File: src/rtl/pool_pkg.sv
// pool_pkg: shared constants, state encoding and window-count helper for pool_window_sched
package pool_pkg;
  localparam int LENPSUM = 14;
  localparam int FL_MAX = 21;
  localparam logic [2:0] S_IDLE = 3'd0;
  localparam logic [2:0] S_LOAD = 3'd1;
  localparam logic [2:0] S_READ = 3'd2;
  localparam logic [2:0] S_HOLD = 3'd3;
  localparam logic [2:0] S_LAST = 3'd4;
  localparam logic [1:0] STRIDE2 = 2'd2;
  localparam logic [1:0] STRIDE3 = 2'd3;
  function automatic int nwin(input int len, input logic [1:0] s);
    return (s == STRIDE3) ? len / 3 : len / 2;
  endfunction
endpackage

File: src/rtl/pool_window_sched_if.sv
// pool_window_sched_if: layer-control / pool-datapath bundle around the window scheduler
// master drives cfg_*, start, pel_rdy, ds_rdy; slave (the scheduler) drives the read,
// window, frame-pool and status strobes.
interface pool_window_sched_if #(
  parameter int ADDR_W = 8,
  parameter int FRM_W = 6,
  parameter int FL_W = 5
);
  logic [1:0] cfg_stride;
  logic [FL_W-1:0] cfg_fl;
  logic cfg_frm;
  logic start;
  logic pel_rdy;
  logic ds_rdy;
  logic pel_en_rd;
  logic [ADDR_W-1:0] pel_addr_rd;
  logic win_first;
  logic win_vld;
  logic [FL_W-1:0] fl_out;
  logic frm_en_rd;
  logic [FRM_W-1:0] frm_addr;
  logic busy;
  logic done;
  logic cfg_err;
  modport master (
    output cfg_stride, cfg_fl, cfg_frm, start, pel_rdy, ds_rdy,
    input pel_en_rd, pel_addr_rd, win_first, win_vld, fl_out, frm_en_rd, frm_addr, busy, done, cfg_err
  );
  modport slave (
    input cfg_stride, cfg_fl, cfg_frm, start, pel_rdy, ds_rdy,
    output pel_en_rd, pel_addr_rd, win_first, win_vld, fl_out, frm_en_rd, frm_addr, busy, done, cfg_err
  );
endinterface

File: src/rtl/pool_win_cnt.sv
// pool_win_cnt: in-window (cx,cy) and window-base (col,row) counters producing the PEL read address
// Ports: clr zeroes all counters, adv steps one read, stride is already legalised (2 or 3);
// addr is the current read address, win_first/win_end/tile_end flag the current read's position.
module pool_win_cnt #(
  parameter int LENPSUM = pool_pkg::LENPSUM,
  parameter int ADDR_W = 8
) (
  input  logic clk,
  input  logic reset,
  input  logic clr,
  input  logic adv,
  input  logic [1:0] stride,
  output logic [ADDR_W-1:0] addr,
  output logic win_first,
  output logic win_end,
  output logic tile_end
);
  import pool_pkg::*;
  logic [1:0] cx_q, cx_d, cy_q, cy_d, sm1;
  logic [ADDR_W-1:0] col_q, col_d, row_q, row_d;
  logic col_last, row_last;
  always_comb begin
    sm1 = stride - 2'd1;
    col_last = col_q == ADDR_W'((nwin(LENPSUM, stride) - 1) * int'(stride));
    row_last = row_q == ADDR_W'((nwin(LENPSUM, stride) - 1) * int'(stride) * LENPSUM);
    win_first = cx_q == 2'd0 && cy_q == 2'd0;
    win_end = cx_q == sm1 && cy_q == sm1;
    tile_end = win_end && col_last && row_last;
    addr = row_q + col_q + ADDR_W'(cy_q) * ADDR_W'(LENPSUM) + ADDR_W'(cx_q);
    cx_d = clr ? 2'd0 : !adv ? cx_q : cx_q == sm1 ? 2'd0 : cx_q + 2'd1;
    cy_d = clr ? 2'd0 : (!adv || cx_q != sm1) ? cy_q : cy_q == sm1 ? 2'd0 : cy_q + 2'd1;
    col_d = clr ? '0 : !(adv && win_end) ? col_q : col_last ? '0 : col_q + ADDR_W'(stride);
    // row wraps to 0 after the final window so an idle scheduler presents address 0
    row_d = clr ? '0 : !(adv && win_end && col_last) ? row_q :
            row_last ? '0 : row_q + ADDR_W'(stride) * ADDR_W'(LENPSUM);
  end
  always_ff @(posedge clk) begin
    if (reset) begin
      cx_q <= 2'd0;
      cy_q <= 2'd0;
      col_q <= '0;
      row_q <= '0;
    end else begin
      cx_q <= cx_d;
      cy_q <= cy_d;
      col_q <= col_d;
      row_q <= row_d;
    end
  end
endmodule

File: src/rtl/pool_window_sched.sv
// pool_window_sched: walks stride x stride windows over a LENPSUM^2 psum tile for the pooling datapath
// Ports: clk, reset (sync, active-high), p (slave side of pool_window_sched_if: cfg/start/pel_rdy/ds_rdy
// in; pel read, window strobes, fl_out, frame-pool addressing, busy/done/cfg_err out).
// POOL_SCHED_FRMPOOL_EN enables frame-pool read strobe and window-index addressing.
module pool_window_sched #(
  parameter int LENPSUM = pool_pkg::LENPSUM,
  parameter int ADDR_W = 8,
  parameter int FRM_W = 6,
  parameter int FL_W = 5,
  parameter int FL_MAX = pool_pkg::FL_MAX
) (
  input logic clk,
  input logic reset,
  pool_window_sched_if.slave p
);
  import pool_pkg::*;
  logic [2:0] state_q, state_d;
  logic [1:0] stride_q, stride_d;
  logic [FL_W-1:0] fl_q, fl_d;
  logic err_q, err_d, vld_q, vld_d, done_q, done_d;
  logic rd, clr, take, wfirst, wend, tend;
  logic [ADDR_W-1:0] addr;
  pool_win_cnt #(.LENPSUM(LENPSUM), .ADDR_W(ADDR_W)) u_cnt (
    .clk(clk),
    .reset(reset),
    .clr(clr),
    .adv(rd),
    .stride(stride_q),
    .addr(addr),
    .win_first(wfirst),
    .win_end(wend),
    .tile_end(tend)
  );
  always_comb begin
    take = state_q == S_IDLE && p.start;
    clr = state_q == S_LOAD;
    rd = state_q == S_READ && p.pel_rdy;
    stride_d = take ? (p.cfg_stride == STRIDE3 ? STRIDE3 : STRIDE2) : stride_q;
    fl_d = take ? (p.cfg_fl > FL_W'(FL_MAX) ? FL_W'(FL_MAX) : p.cfg_fl) : fl_q;
    err_d = take ? p.cfg_stride < STRIDE2 : err_q;
    // a window-end read always counts; READ vs HOLD then depends on ds_rdy alone
    state_d = state_q == S_IDLE ? (p.start ? S_LOAD : S_IDLE) :
              state_q == S_LOAD ? S_READ :
              state_q == S_HOLD ? (p.ds_rdy ? S_READ : S_HOLD) :
              state_q == S_READ ? (!(rd && wend) ? S_READ : tend ? S_LAST : p.ds_rdy ? S_READ : S_HOLD) :
              S_IDLE;
    vld_d = rd && wend;
    done_d = state_q == S_LAST;
  end
  always_ff @(posedge clk) begin
    if (reset) begin
      state_q <= S_IDLE;
      stride_q <= STRIDE2;
      fl_q <= '0;
      err_q <= 1'b0;
      vld_q <= 1'b0;
      done_q <= 1'b0;
    end else begin
      state_q <= state_d;
      stride_q <= stride_d;
      fl_q <= fl_d;
      err_q <= err_d;
      vld_q <= vld_d;
      done_q <= done_d;
    end
  end
  assign p.pel_en_rd = rd;
  assign p.pel_addr_rd = addr;
  assign p.win_first = rd && wfirst;
  assign p.win_vld = vld_q;
  assign p.fl_out = fl_q;
  assign p.busy = state_q != S_IDLE;
  assign p.done = done_q;
  assign p.cfg_err = err_q;
`ifdef POOL_SCHED_FRMPOOL_EN
  logic frm_q, frm_d, fen_q, fen_d;
  logic [FRM_W-1:0] fa_q, fa_d;
  always_comb begin
    frm_d = take ? p.cfg_frm : frm_q;
    fen_d = rd && wend && frm_q;
    // the index steps after each pooled result but holds on the final window
    fa_d = clr ? '0 : (vld_q && state_q != S_LAST) ? fa_q + FRM_W'(1) : fa_q;
  end
  always_ff @(posedge clk) begin
    if (reset) begin
      frm_q <= 1'b0;
      fen_q <= 1'b0;
      fa_q <= '0;
    end else begin
      frm_q <= frm_d;
      fen_q <= fen_d;
      fa_q <= fa_d;
    end
  end
  assign p.frm_en_rd = fen_q;
  assign p.frm_addr = fa_q;
`else
  logic unused_frm;
  assign unused_frm = p.cfg_frm;
  assign p.frm_en_rd = 1'b0;
  assign p.frm_addr = FRM_W'(0);
`endif
endmodule

File: src/flat_wrapper.sv
// flat-port wrapper written by rule: the top's interface ports become plain ports
module pool_window_sched_flat import pool_pkg::*;
#(
  parameter int LENPSUM = pool_pkg::LENPSUM,
  parameter int ADDR_W = 8,
  parameter int FRM_W = 6,
  parameter int FL_W = 5,
  parameter int FL_MAX = pool_pkg::FL_MAX
)
  (clk, reset, p_cfg_stride, p_cfg_fl, p_cfg_frm, p_start, p_pel_rdy, p_ds_rdy, p_pel_en_rd, p_pel_addr_rd, p_win_first, p_win_vld, p_fl_out, p_frm_en_rd, p_frm_addr, p_busy, p_done, p_cfg_err);
  pool_window_sched_if #(.ADDR_W(ADDR_W), .FRM_W(FRM_W), .FL_W(FL_W)) p_i ();
  input logic clk;
  input logic reset;
  input wire logic [$bits(p_i.cfg_stride)-1:0] p_cfg_stride;
  input wire logic [$bits(p_i.cfg_fl)-1:0] p_cfg_fl;
  input wire logic [$bits(p_i.cfg_frm)-1:0] p_cfg_frm;
  input wire logic [$bits(p_i.start)-1:0] p_start;
  input wire logic [$bits(p_i.pel_rdy)-1:0] p_pel_rdy;
  input wire logic [$bits(p_i.ds_rdy)-1:0] p_ds_rdy;
  output wire logic [$bits(p_i.pel_en_rd)-1:0] p_pel_en_rd;
  output wire logic [$bits(p_i.pel_addr_rd)-1:0] p_pel_addr_rd;
  output wire logic [$bits(p_i.win_first)-1:0] p_win_first;
  output wire logic [$bits(p_i.win_vld)-1:0] p_win_vld;
  output wire logic [$bits(p_i.fl_out)-1:0] p_fl_out;
  output wire logic [$bits(p_i.frm_en_rd)-1:0] p_frm_en_rd;
  output wire logic [$bits(p_i.frm_addr)-1:0] p_frm_addr;
  output wire logic [$bits(p_i.busy)-1:0] p_busy;
  output wire logic [$bits(p_i.done)-1:0] p_done;
  output wire logic [$bits(p_i.cfg_err)-1:0] p_cfg_err;
  assign p_i.cfg_stride = p_cfg_stride;
  assign p_i.cfg_fl = p_cfg_fl;
  assign p_i.cfg_frm = p_cfg_frm;
  assign p_i.start = p_start;
  assign p_i.pel_rdy = p_pel_rdy;
  assign p_i.ds_rdy = p_ds_rdy;
  assign p_pel_en_rd = p_i.pel_en_rd;
  assign p_pel_addr_rd = p_i.pel_addr_rd;
  assign p_win_first = p_i.win_first;
  assign p_win_vld = p_i.win_vld;
  assign p_fl_out = p_i.fl_out;
  assign p_frm_en_rd = p_i.frm_en_rd;
  assign p_frm_addr = p_i.frm_addr;
  assign p_busy = p_i.busy;
  assign p_done = p_i.done;
  assign p_cfg_err = p_i.cfg_err;
  pool_window_sched #(.LENPSUM(LENPSUM), .ADDR_W(ADDR_W), .FRM_W(FRM_W), .FL_W(FL_W), .FL_MAX(FL_MAX)) u_core (.clk(clk), .reset(reset), .p(p_i));
endmodule
File: config.mk
export PLATFORM = sky130hd
export DESIGN_NAME = pool_window_sched_flat
export DESIGN_NICKNAME = d
export VERILOG_FILES = /design/src/rtl/pool_pkg.sv /design/src/rtl/pool_window_sched_if.sv /design/src/rtl/pool_win_cnt.sv /design/src/rtl/pool_window_sched.sv /design/src/flat_wrapper.sv
export SDC_FILE = /design/constraint.sdc
export NUM_CORES = 1
export LEC_CHECK = 0
export ABC_AREA = 1
export ABC_CLOCK_PERIOD_IN_PS = 8150
export BUFFER_PORTS_ARGS = -buffer_cell sky130_fd_sc_hd__buf_4
export CORE_MARGIN = 2
export CORE_UTILIZATION = 45
export CTS_BUF_LIST = sky130_fd_sc_hd__clkbuf_4
export CTS_CLUSTER_SIZE = 12
export DETAILED_ROUTE_END_ITERATION = 8
export GPL_ROUTABILITY_DRIVEN = 0
export PLACE_DENSITY = 0.71
export RECOVER_POWER = 50
export SKIP_LAST_GASP = 1
export SLEW_MARGIN = 30
export SYNTH_ARGS = -nofsm -noshare
export SYNTH_HDL_FRONTEND = slang
export SYNTH_SLANG_ARGS = --single-unit
File: constraint.sdc
create_clock -name clk -period 8.15 [get_ports clk]
set_input_delay 2.0375 -clock clk [delete_from_list [all_inputs] [get_ports clk]]
set_output_delay 2.0375 -clock clk [all_outputs]
set_load 0.02 [all_outputs]
## Word-level counts from Yosys, hierarchy flattened

Index checks and enable logic that the tools add are counted.
W data, S select, Z words.

- $add $sub $neg: 9
- $mul: 4
- $lt $le $gt $ge: 2
- Eq/ne operators: 11
- Muxes and demuxes: 15
- Reduce and logical (&&, ||, !) cells: 16

Operators with widths:

| kind | number |
|---|---|
| $mux W3 | 6 |
| $add A8 B2 Y8 | 2 |
| $add A8 B6 Y8 | 2 |
| $eq A8 B8 Y1 | 2 |
| $mux W8 | 2 |
| $mul A2 B3 Y5 const B | 2 |
| $logic_and A1 B1 Y1 | 9 |
| $add A8 B8 Y8 | 1 |
| $mul A4 B3 Y7 | 1 |
| $mul A7 B4 Y7 const B | 1 |
| $eq A3 B2 Y1 const B | 2 |
| $mux W2 | 3 |
| $gt A5 B5 Y1 const B | 1 |
| $mux W5 | 1 |
| $add A2 B1 Y2 const B | 2 |
| $eq A2 B2 Y1 | 2 |
| $eq A2 B2 Y1 const B | 2 |
| $logic_not A2 Y1 | 2 |
| $sub A3 B1 Y4 const B | 1 |
| $eq A3 B1 Y1 const B | 1 |
| $eq A3 B3 Y1 const B | 1 |
| $logic_not A3 Y1 | 1 |
| $mux W1 | 3 |
| $reduce_bool A3 Y1 | 1 |
| 6 further kinds | 6 |

- Register bits after elaboration: 33
- Input bits: 13
- Output and inout bits: 26

## Logic depth before layout (Yosys ltp)

Gate-level depths: netlist of the first run.

- Word-level depth: 13
- Depth in mapped cells: 11

## Cells and area by module

A second synthesis of the first run with hierarchy kept.

- Cell total of the unflattened synthesis: 369
- Area total of the unflattened synthesis: 2713.9 um2

By module, submodules not included:

| module | instances | cells each | area each (um2) | sequential area each (um2) |
|---|---|---|---|---|
| pool_win_cnt | 1 | 295 | 2140.8 | 380.4 |
| pool_window_sched | 1 | 74 | 573.0 | 240.2 |

## Least setup slack after synthesis of the first run

No wires, ideal clock.

- Path type: input to output
- From: input port p_pel_rdy
- To: output port p_win_first
- Arrival: 2.715 ns
- Slack: 3.397 ns
- Stages: 4
- Path through: nand2_2 -> nor2_4 -> inv_2 -> nor2_1

- Word-level cells in the longest chain between the ends: 2

Ends and longest elaborated chain:

| element | RTL line | RTL |
|---|---|---|
| start: declaration | flat_wrapper.sv:18 | `input wire logic [$bits(p_i.pel_rdy)-1:0] p_pel_rdy;` |
| $logic_and A1 B1 Y1 | pool_window_sched.sv:37 | `rd = state_q == S_READ && p.pel_rdy;` |
| named net p_pel_en_rd | flat_wrapper.sv:20 | `output wire logic [$bits(p_i.pel_en_rd)-1:0] p_pel_en_rd;` |
| $logic_and A1 B1 Y1 | pool_window_sched.sv:69 | `assign p.win_first = rd && wfirst;` |
| end: declaration | flat_wrapper.sv:22 | `output wire logic [$bits(p_i.win_first)-1:0] p_win_first;` |

The timed path passes the listed nets, and every way through them passes these cells.

## Final worst setup path of the first run

- From: input port p_pel_rdy
- To: output port p_win_first

- Word-level cells in the longest chain between the ends: 2

Ends and longest elaborated chain:

| element | RTL line |
|---|---|
| $logic_and A1 B1 Y1 | pool_window_sched.sv:37 |
| $logic_and A1 B1 Y1 | pool_window_sched.sv:69 |

Every way passes these cells.

==> results of run 1 <==
==> through the flow <==
step / hold slack, ns / setup WS, ns
floorplan: 0.443 / 3.40
global placement: 0.459 / 3.41
detailed placement: 0.459 / 3.41
CTS: 0.475 / 3.09
global route: 0.506 / 2.89
finish: 0.473 / 3.12
==> layout make-up <==
| class | count | area, µm² | share of cell area (%) |
|---|---|---|---|
| Tap cell | 70 | 87.6 | 3.28 |
| Clock buffer | 5 | 37.5 | 1.41 |
| Inverter | 52 | 195 | 7.31 |
| Timing Repair Buffer | 30 | 210 | 7.88 |
| Clock inverter | 3 | 38.8 | 1.45 |
| Sequential cell | 31 | 621 | 23.3 |
| Multi-Input combinational cell | 247 | 1480 | 55.4 |
==> metal layers <==
metal	vias to the layer above	GRT usage [%]	routed length, µm	share of wire (%)
li1	1133	-	-	-
met1	986	20.8	2320	46
met2	47	33.4	2480	49
met3	4	2.84	211	4.2
met4	0	6.55	31	0.61
met5	-	0	0	0
==> power breakdown <==
part           total (mW)  switching (mW)  internal, mW
sequential          0.159         0.00361         0.155
clock               0.119          0.0556        0.0631
combinational      0.0457          0.0295        0.0162
==> cell families after synthesis <==
family                     after synthesis
other                                    1
AOI/OAI and AO/OA                       50
DFF                                     31
buffers and inverters                   62
adders and majority gates               27
xor gates and xnor gates                12
and+or+nand+nor                        151
==> path summary, 6_finish.rpt <==
kind / startpoint / cells after the start / slack, ns / endpoint
max: p_pel_rdy / 6 / 3.12 / p_win_first
min: u_core.p.fl_out[4] / 2 / 0.47 / u_core.p.fl_out[4]
max reg2reg: u_core.stride_q[0] / 11 / 6.02 / u_core.state_q[0]
min reg2reg: u_core.p.fl_out[4] / 2 / 0.47 / u_core.p.fl_out[4]
==> critical path, delay by kind of cell <==
| kind | cells | cell delay (ns) |
|---|---|---|
| buffers and inverters | 3 | 0.44 |
| AND/OR/NAND/NOR | 3 | 0.52 |
==> sequential cells by signal, summed over array words and instances, names as in the netlist <==
| name | flops |
|---|---|
| u_core.u_cnt.row_q | 7 |
| u_core.state_q | 3 |
| u_core.p.done | 1 |
| u_core.p.cfg_err | 1 |
| u_core.stride_q | 1 |
| u_core.u_cnt.col_q | 8 |
| u_core.p.win_vld | 1 |
| u_core.p.fl_out | 5 |
| u_core.u_cnt.cx_q | 2 |
| u_core.u_cnt.cy_q | 2 |
==> cell usage in the layout (no fill, tap or decap), drive strengths merged <==
master,count
dfxtp,31
a211oi,4
inv,52
conb,7
nand3,24
o21ai,18
nand4,2
xor2,9
or2,1
nor2,42
nor3b,1
ha,20
clkbuf,11
xnor2,3
nor4,2
nor3,7
fa,7
nand2,71
clkinv,2
nand3b,1
buf,24
bufinv,1
a21oi,26
o211ai,1
o22ai,1
==> impl_metrics.env, run 1 <==
export IMPL_tritoncts="built"
export IMPL_power_total_mw=0.323
export IMPL_arrival_ns=3.00
export IMPL_die_y_um=76.5
export IMPL_critical_path_required_ns=6.11
export IMPL_synth_seq_cells=31
export IMPL_synth_adder_area_share_pct=16.5
export IMPL_ir_drop_mv=0.104
export IMPL_grt_antenna_before_repair=0
export IMPL_synthCells=334
export IMPL_startpoint_type="input port"
export IMPL_drv_cap=0
export IMPL_yosysTopAreaCellShare_pct=26.3
export IMPL_synth_top_family_by_area="simple AND/OR/NAND/NOR gates"
export IMPL_critPathMostFrequentCell="nor2_1"
export IMPL_fmax_mhz=199
export IMPL_clock_sinks=31
export IMPL_final_cell_area_um2=2670
export IMPL_cts_buffers=5
export IMPL_status="finished, final reports clean"
export IMPL_crit_slowest_cell="nor2_1"
export IMPL_yosys_area_share_simple_pct=30.1
export IMPL_die_area_um2=5850
export IMPL_place_area_um2=2630
export IMPL_first_pass_iters=4
export IMPL_end_kind="output pin"
export IMPL_synth_avg_cell_area_um2=7.08
export IMPL_utilization_pct=52.6
export IMPL_grt_use_total_pct=18.0
export IMPL_place_inst=430
export IMPL_synthDistinctLibCells=30
export IMPL_grt_pass1_vias=2027
export IMPL_synth_xor_area_share_pct=4.45
export IMPL_synthTopCellsByArea="dfxtp_1, ha_1, nand2_1"
export IMPL_die_w_um=76.5
export IMPL_htreeDepth=2
export IMPL_min_path_type="reg -> reg"
export IMPL_fin_cells=438
export IMPL_ctsResizeCount=0
export IMPL_slew_headroom_pct=60.4
export IMPL_skew_ns=0.00865
export IMPL_hold_buffers=0
export IMPL_yosysMostFrequentCell="nand2_1"
export IMPL_tightest_slew_ns=0.593
export IMPL_synth_compound_area_share_pct=11.5
export IMPL_drtIter0Drc=65
export IMPL_hpwl_mm=4.03
export IMPL_synth_async_reset_ratio_pct=0
export IMPL_tns_ns=0
export IMPL_crit_path_max_incr_delay_ns=0.36
export IMPL_coreArea_um2=5070
export IMPL_post_drt_via_cell_ratio=4.95
export IMPL_synth_common_cells="nand2_1, inv_1, nor2_1, dfxtp_1, a21oi_1"
export IMPL_final_hold_viol_count=0
export IMPL_synthMuxAreaShare_pct=0
export IMPL_rsz0062_at_grt="no"
export IMPL_drc_errors=0
export IMPL_wire_per_inst_um=11.5
export IMPL_grt_pass1_wl_mm=8.54
export IMPL_wirelength_mm=5.05
export IMPL_port_buffers=30
export IMPL_pin_count=39
export IMPL_synthToLayoutAreaGrowth_pct=12.9
export IMPL_fill_cells=541
export IMPL_yosysSeqAreaShare_pct=26.3
export IMPL_slew_viol_final=0
export IMPL_ant_nets=0
export IMPL_drive_above_1_share_pct=14.1
export IMPL_grt_overflow=0
export IMPL_final_min_period_over_clock_period_pct=61.8
export IMPL_start_util_pct=46.6
export IMPL_synth_top_area_cell="dfxtp_1"
export IMPL_netlist_area_um2=2360
export IMPL_root_buffer="clkbuf_4"
export IMPL_rows=26
export IMPL_p_leak_nw=1.33
export IMPL_power_density_nw_per_um2=121
export IMPL_synth_warnings=0
export IMPL_vias=2170
export IMPL_synth_edf_count=0
export IMPL_path_cells="clkbuf_4 > nand2_1 > nor2_1 > inv_1 > nor2_1 > buf_4"
export IMPL_critPathMaxFanout=7
export IMPL_finalNetCount=407
export IMPL_antenna_cells=0
export IMPL_insertion_delay_ns=0.33
export IMPL_worst_setup_path_type="in -> out"
export IMPL_finalCriticalPeriod_ns=5.03
export IMPL_post_cts_buffers=0
export IMPL_synth_ff_type="dfxtp_1"
export IMPL_finalSetupViolCount=0
export IMPL_clockBufferDepth=2
export IMPL_grt_max_degree=15
export IMPL_clkTransAtPathRegs_ns=0.11
Power figures use the tool's default switching activity.
==> run 2, diff against run 1 <==
Settings changed: ABC_CLOCK_PERIOD_IN_PS 8150 to 4400, PLACE_DENSITY 0.71 to 0.74.
Clock period 8.15 ns to 4.4 ns, I/O delays scaled along.
==> impl_metrics.env, run 2 (synthesis results as in run 1) <==
export IMPL_grt_max_degree=15
export IMPL_drv_cap=0
export IMPL_r2r_slack_ns=2.27
export IMPL_grt_use_total_pct=17.6
export IMPL_final_common_cell="nand2_1"
export IMPL_power_density_nw_per_um2=209
export IMPL_ir_drop_mv=0.177
export IMPL_drive_above_1_share_pct=14.1
export IMPL_htreeDepth=2
export IMPL_fill_cells=509
export IMPL_end_kind="output pin"
export IMPL_insertion_delay_ns=0.35
export IMPL_tns_ns=0
export IMPL_p_leak_nw=1.30
export IMPL_post_drt_via_cell_ratio=4.87
export IMPL_crit_slowest_cell="fa_1"
export IMPL_drtIter0Drc=120
export IMPL_reg2reg_from="u_core.stride_q[0]"
export IMPL_die_w_um=76.5
export IMPL_hold_buffers=0
export IMPL_path_cells="inv_1 > ha_1 > fa_1 > ha_1 > nand2_1 > o21ai_0 > nand2_1 > nand3_1 > xnor2_1 > buf_4"
export IMPL_startpoint_type="register"
export IMPL_rsz0062_at_grt="no"
export IMPL_wirelength_mm=5.05
export IMPL_clockBufferDepth=2
export IMPL_finalCriticalPeriod_ns=4.01
export IMPL_wire_per_inst_um=11.5
export IMPL_vias=2132
export IMPL_first_pass_iters=4
export IMPL_final_cell_mix="nand2_1, inv_1, nor2_1"
export IMPL_synthToLayoutAreaGrowth_pct=11.7
export IMPL_ctsResizeCount=0
export IMPL_critical_path_required_ns=3.30
export IMPL_hpwl_mm=4.02
export IMPL_tightest_slew_ns=0.586
export IMPL_clock_sinks=31
export IMPL_critPathMaxFanout=7
export IMPL_largest_reg_flops=8
export IMPL_finalSetupViolCount=0
export IMPL_crit_buf_inv=2
export IMPL_tritoncts="built"
export IMPL_status="finished, final reports clean"
export IMPL_drc_errors=0
export IMPL_setup_ws_ns=0.389
export IMPL_coreArea_um2=5070
export IMPL_final_min_period_over_clock_period_pct=91.2
export IMPL_port_buffers=30
export IMPL_antenna_cells=0
export IMPL_rows=26
export IMPL_pin_count=39
export IMPL_slew_headroom_pct=60.9
export IMPL_crit_start="u_core.u_cnt.cy_q[0]"
export IMPL_power_total_mw=0.552
export IMPL_fmax_mhz=249
export IMPL_slew_viol_final=0
export IMPL_pre_cts_ws_ns=0.641
export IMPL_arrival_ns=2.91
export IMPL_reg2reg_to="u_core.state_q[0]"
export IMPL_crit_path_max_incr_delay_ns=0.45
export IMPL_post_cts_buffers=0
export IMPL_path_delay_family="adder cells"
export IMPL_start_util_pct=46.6
export IMPL_die_y_um=76.5
export IMPL_worst_setup_path_type="reg -> out"
export IMPL_root_buffer="clkbuf_4"
export IMPL_final_hold_viol_count=0
export IMPL_reg2reg_depth=11
export IMPL_grt_pass1_wl_mm=8.44
export IMPL_regMostFlops="u_core.u_cnt.col_q"
export IMPL_clkTransAtPathRegs_ns=0.12
export IMPL_cts_buffers=5
export IMPL_grt_pass1_vias=1911
export IMPL_die_area_um2=5850
export IMPL_utilization_pct=52.0
export IMPL_grt_overflow=0
export IMPL_skew_ns=0.0174
export IMPL_finalNetCount=407
export IMPL_grt_antenna_before_repair=0
export IMPL_min_path_type="reg -> reg"
export IMPL_ant_nets=0
export IMPL_cp_depth=10
export IMPL_cp_endpoint="p_pel_addr_rd[7]"
run 2: changes by cell type in the layout (fill, tap and decap cells not counted), sizes merged:
cell	previous run	this run
clkinv	2	1
buf	24	20
clkinvlp	0	2
bufinv	1	0
clkbuf	11	15
run 2: per-stage QoR:
stage	std cells	cell area [µm²]	hold slack [ns]
2_1_floorplan	340	2390	0.443
3_3_place_gp	430	2630	0.455
3_5_place_dp	430	2630	0.455
4_1_cts	438	2690	0.482
5_1_grt	438	2640	0.503
6_report	438	2640	0.475
run 2: worst min-delay path by stage:
stage                             startpoint                 end  cells after the start  slack [ns]
after floorplan            u_core.state_q[1]       u_core.p.done                      1        0.44
after global placement    u_core.p.fl_out[4]  u_core.p.fl_out[4]                      2        0.45
after detailed placement   u_core.state_q[1]       u_core.p.done                      1        0.46
after CTS                  u_core.state_q[1]       u_core.p.done                      1        0.48
after global routing       u_core.state_q[1]       u_core.p.done                      1        0.50
final                      u_core.state_q[1]       u_core.p.done                      1        0.48
run 2: cell type report:
type                    instances  area (µm²)  share of cell area, %
clock buffers                   5        37.5                   1.42
inverters                      52         195                   7.39
multi-input cells             247        1490                   56.3
flip-flops and latches         31         622                   23.6
well taps                      70        87.6                   3.32
clock inverters                 3        20.0                  0.758
repair buffers                 30         191                   7.25
run 2: worst reg2reg max path, stage by stage, from the launching register on:
cell and delay [ns]:
dfxtp_1 0.69, inv_2 0.17, ha_1 0.42, nand3_1 0.09
nor2_1 0.09, nand2_1 0.11, inv_1 0.15, nand2_1 0.09
nand2_1 0.08, nand2_1 0.05, nand2_1 0.05, a21oi_1 0.05
run 2: where the power goes:
group	total (mW)	switching (mW)	internal, mW
Sequential	0.294	0.00644	0.288
Clock	0.175	0.114	0.0610
Combinational	0.0824	0.0553	0.0272
Total	0.552	0.175	0.376
run 2: metal layers:
layer	vias to the layer above	global-route usage, %	share of wire (%)
met5	-	0	0
met4	0	4.73	0.97
met3	7	2.96	5.7
met2	68	29.6	47
met1	933	23.4	47
li1	1124	-	-
==> run 3, diff against run 2 <==
Settings changed: BUFFER_PORTS_ARGS -buffer_cell sky130_fd_sc_hd__buf_4 to not set, CORE_UTILIZATION 45 to 60, DONT_BUFFER_PORTS set to 1, PLACE_DENSITY 0.74 to 0.84.
==> impl_metrics.env, run 3 (synthesis results as in run 1) <==
export IMPL_status="finished, final reports clean"
export IMPL_path_cells="inv_1 > ha_1 > fa_1 > ha_1 > a21oi_1 > o21ai_0 > nand2_1 > nand3_1 > xnor2_2"
export IMPL_regMostFlops="u_core.u_cnt.col_q"
export IMPL_power_total_mw=0.587
export IMPL_grt_pass1_wl_mm=8.28
export IMPL_drive_above_1_share_pct=8.28
export IMPL_insertion_delay_ns=0.33
export IMPL_antenna_cells=0
export IMPL_die_w_um=66.8
export IMPL_worst_setup_path_type="reg -> out"
export IMPL_final_min_period_over_clock_period_pct=94.5
export IMPL_post_drt_via_cell_ratio=5.33
export IMPL_final_cell_mix="nand2_1, inv_1, nor2_1"
export IMPL_ant_nets=0
export IMPL_clkTransAtPathRegs_ns=0.11
export IMPL_htreeDepth=2
export IMPL_ir_drop_mv=0.241
export IMPL_holdWs_ns=0.499
export IMPL_drc_errors=0
export IMPL_cts_buffers=5
export IMPL_clockBufferDepth=2
export IMPL_clock_sinks=31
export IMPL_port_buffers=0
export IMPL_path_delay_family="adder cells"
export IMPL_start_util_pct=63.6
export IMPL_fmax_mhz=241
export IMPL_arrival_ns=3.06
export IMPL_tritoncts="built"
export IMPL_finalCriticalPeriod_ns=4.16
export IMPL_grt_max_degree=15
export IMPL_synthToLayoutAreaGrowth_pct=3.39
export IMPL_wire_per_inst_um=12.6
export IMPL_root_buffer="clkbuf_4"
export IMPL_pin_count=39
export IMPL_end_kind="output pin"
export IMPL_rows=22
export IMPL_rsz0062_at_grt="no"
export IMPL_min_path_type="reg -> reg"
export IMPL_hold_buffers=0
export IMPL_crit_slowest_cell="dfxtp_1"
export IMPL_post_cts_buffers=0
export IMPL_final_hold_viol_count=0
export IMPL_finalNetCount=377
export IMPL_skew_ns=0.00640
export IMPL_critPathMaxFanout=7
export IMPL_slew_headroom_pct=49.7
export IMPL_grt_pass1_vias=1874
export IMPL_critPathMostFrequentCell="ha_1"
export IMPL_die_area_um2=4460
export IMPL_first_pass_iters=6
export IMPL_grt_antenna_before_repair=0
export IMPL_final_cell_area_um2=2440
export IMPL_final_common_cell="nand2_1"
export IMPL_crit_buf_inv=1
export IMPL_grt_overflow=0
export IMPL_grt_use_total_pct=24.3
export IMPL_critical_path_required_ns=3.30
export IMPL_power_density_nw_per_um2=240
export IMPL_slew_viol_final=0
export IMPL_place_area_um2=2380
export IMPL_die_y_um=66.8
export IMPL_startpoint_type="register"
export IMPL_finalSetupViolCount=0
export IMPL_tightest_slew_ns=0.752
export IMPL_tns_ns=0
export IMPL_ctsResizeCount=0
export IMPL_p_leak_nw=1.21
export IMPL_drv_cap=0
export IMPL_drtIter0Drc=145
export IMPL_crit_path_max_incr_delay_ns=0.49
export IMPL_wirelength_mm=4.85
export IMPL_coreArea_um2=3720
export IMPL_largest_reg_flops=8
export IMPL_hpwl_mm=3.77
export IMPL_vias=2059
## run 3: final cells by class
cell class / instances / area, µm²
fillers: 335 / 1270
flip-flops and latches: 31 / 621
multi-input cells: 247 / 1490
clock inverters: 3 / 43.8
well taps: 48 / 60.1
clock buffers: 5 / 37.5
inverters: 52 / 195
## run 3: layer usage
layer / part of all wire [%] / GRT usage (%)
met1: 46 / 32.1
met4: 0.95 / 4.85
met2: 47 / 39.9
met3: 6.8 / 6.59
met5: 0 / 0
## run 3: report_power, final
| part | switching (mW) | internal [mW] |
|---|---|---|
| clock network | 0.107 | 0.120 |
| registers | 0.0133 | 0.288 |
| logic | 0.0433 | 0.0159 |
| total | 0.164 | 0.423 |
## run 3: metrics by stage
stage          std cells  setup WS, ns  utilization, %
5_1_grt              386        0.0574            65.8
6_report             386         0.242            65.8
3_5_place_dp         378         0.505            64.0
3_3_place_gp         378         0.599            64.0
4_1_cts              386         0.135            66.2
2_1_floorplan        340         0.789               -
## run 3: worst paths after layout
check | start | end | slack, ns | cells past startpoint
max | u_core.u_cnt.cy_q[0] | p_pel_addr_rd[7] | 0.24 | 9
min | u_core.state_q[2] | u_core.p.done | 0.50 | 2
max reg2reg | u_core.state_q[0] | u_core.u_cnt.row_q[2] | 1.97 | 8
min reg2reg | u_core.state_q[2] | u_core.p.done | 0.50 | 2
## run 3: worst min-delay path, stage by stage (launching register included)
cell and delay (ns):
dfxtp_1 0.33, inv_2 0.08, nor4_1 0.05
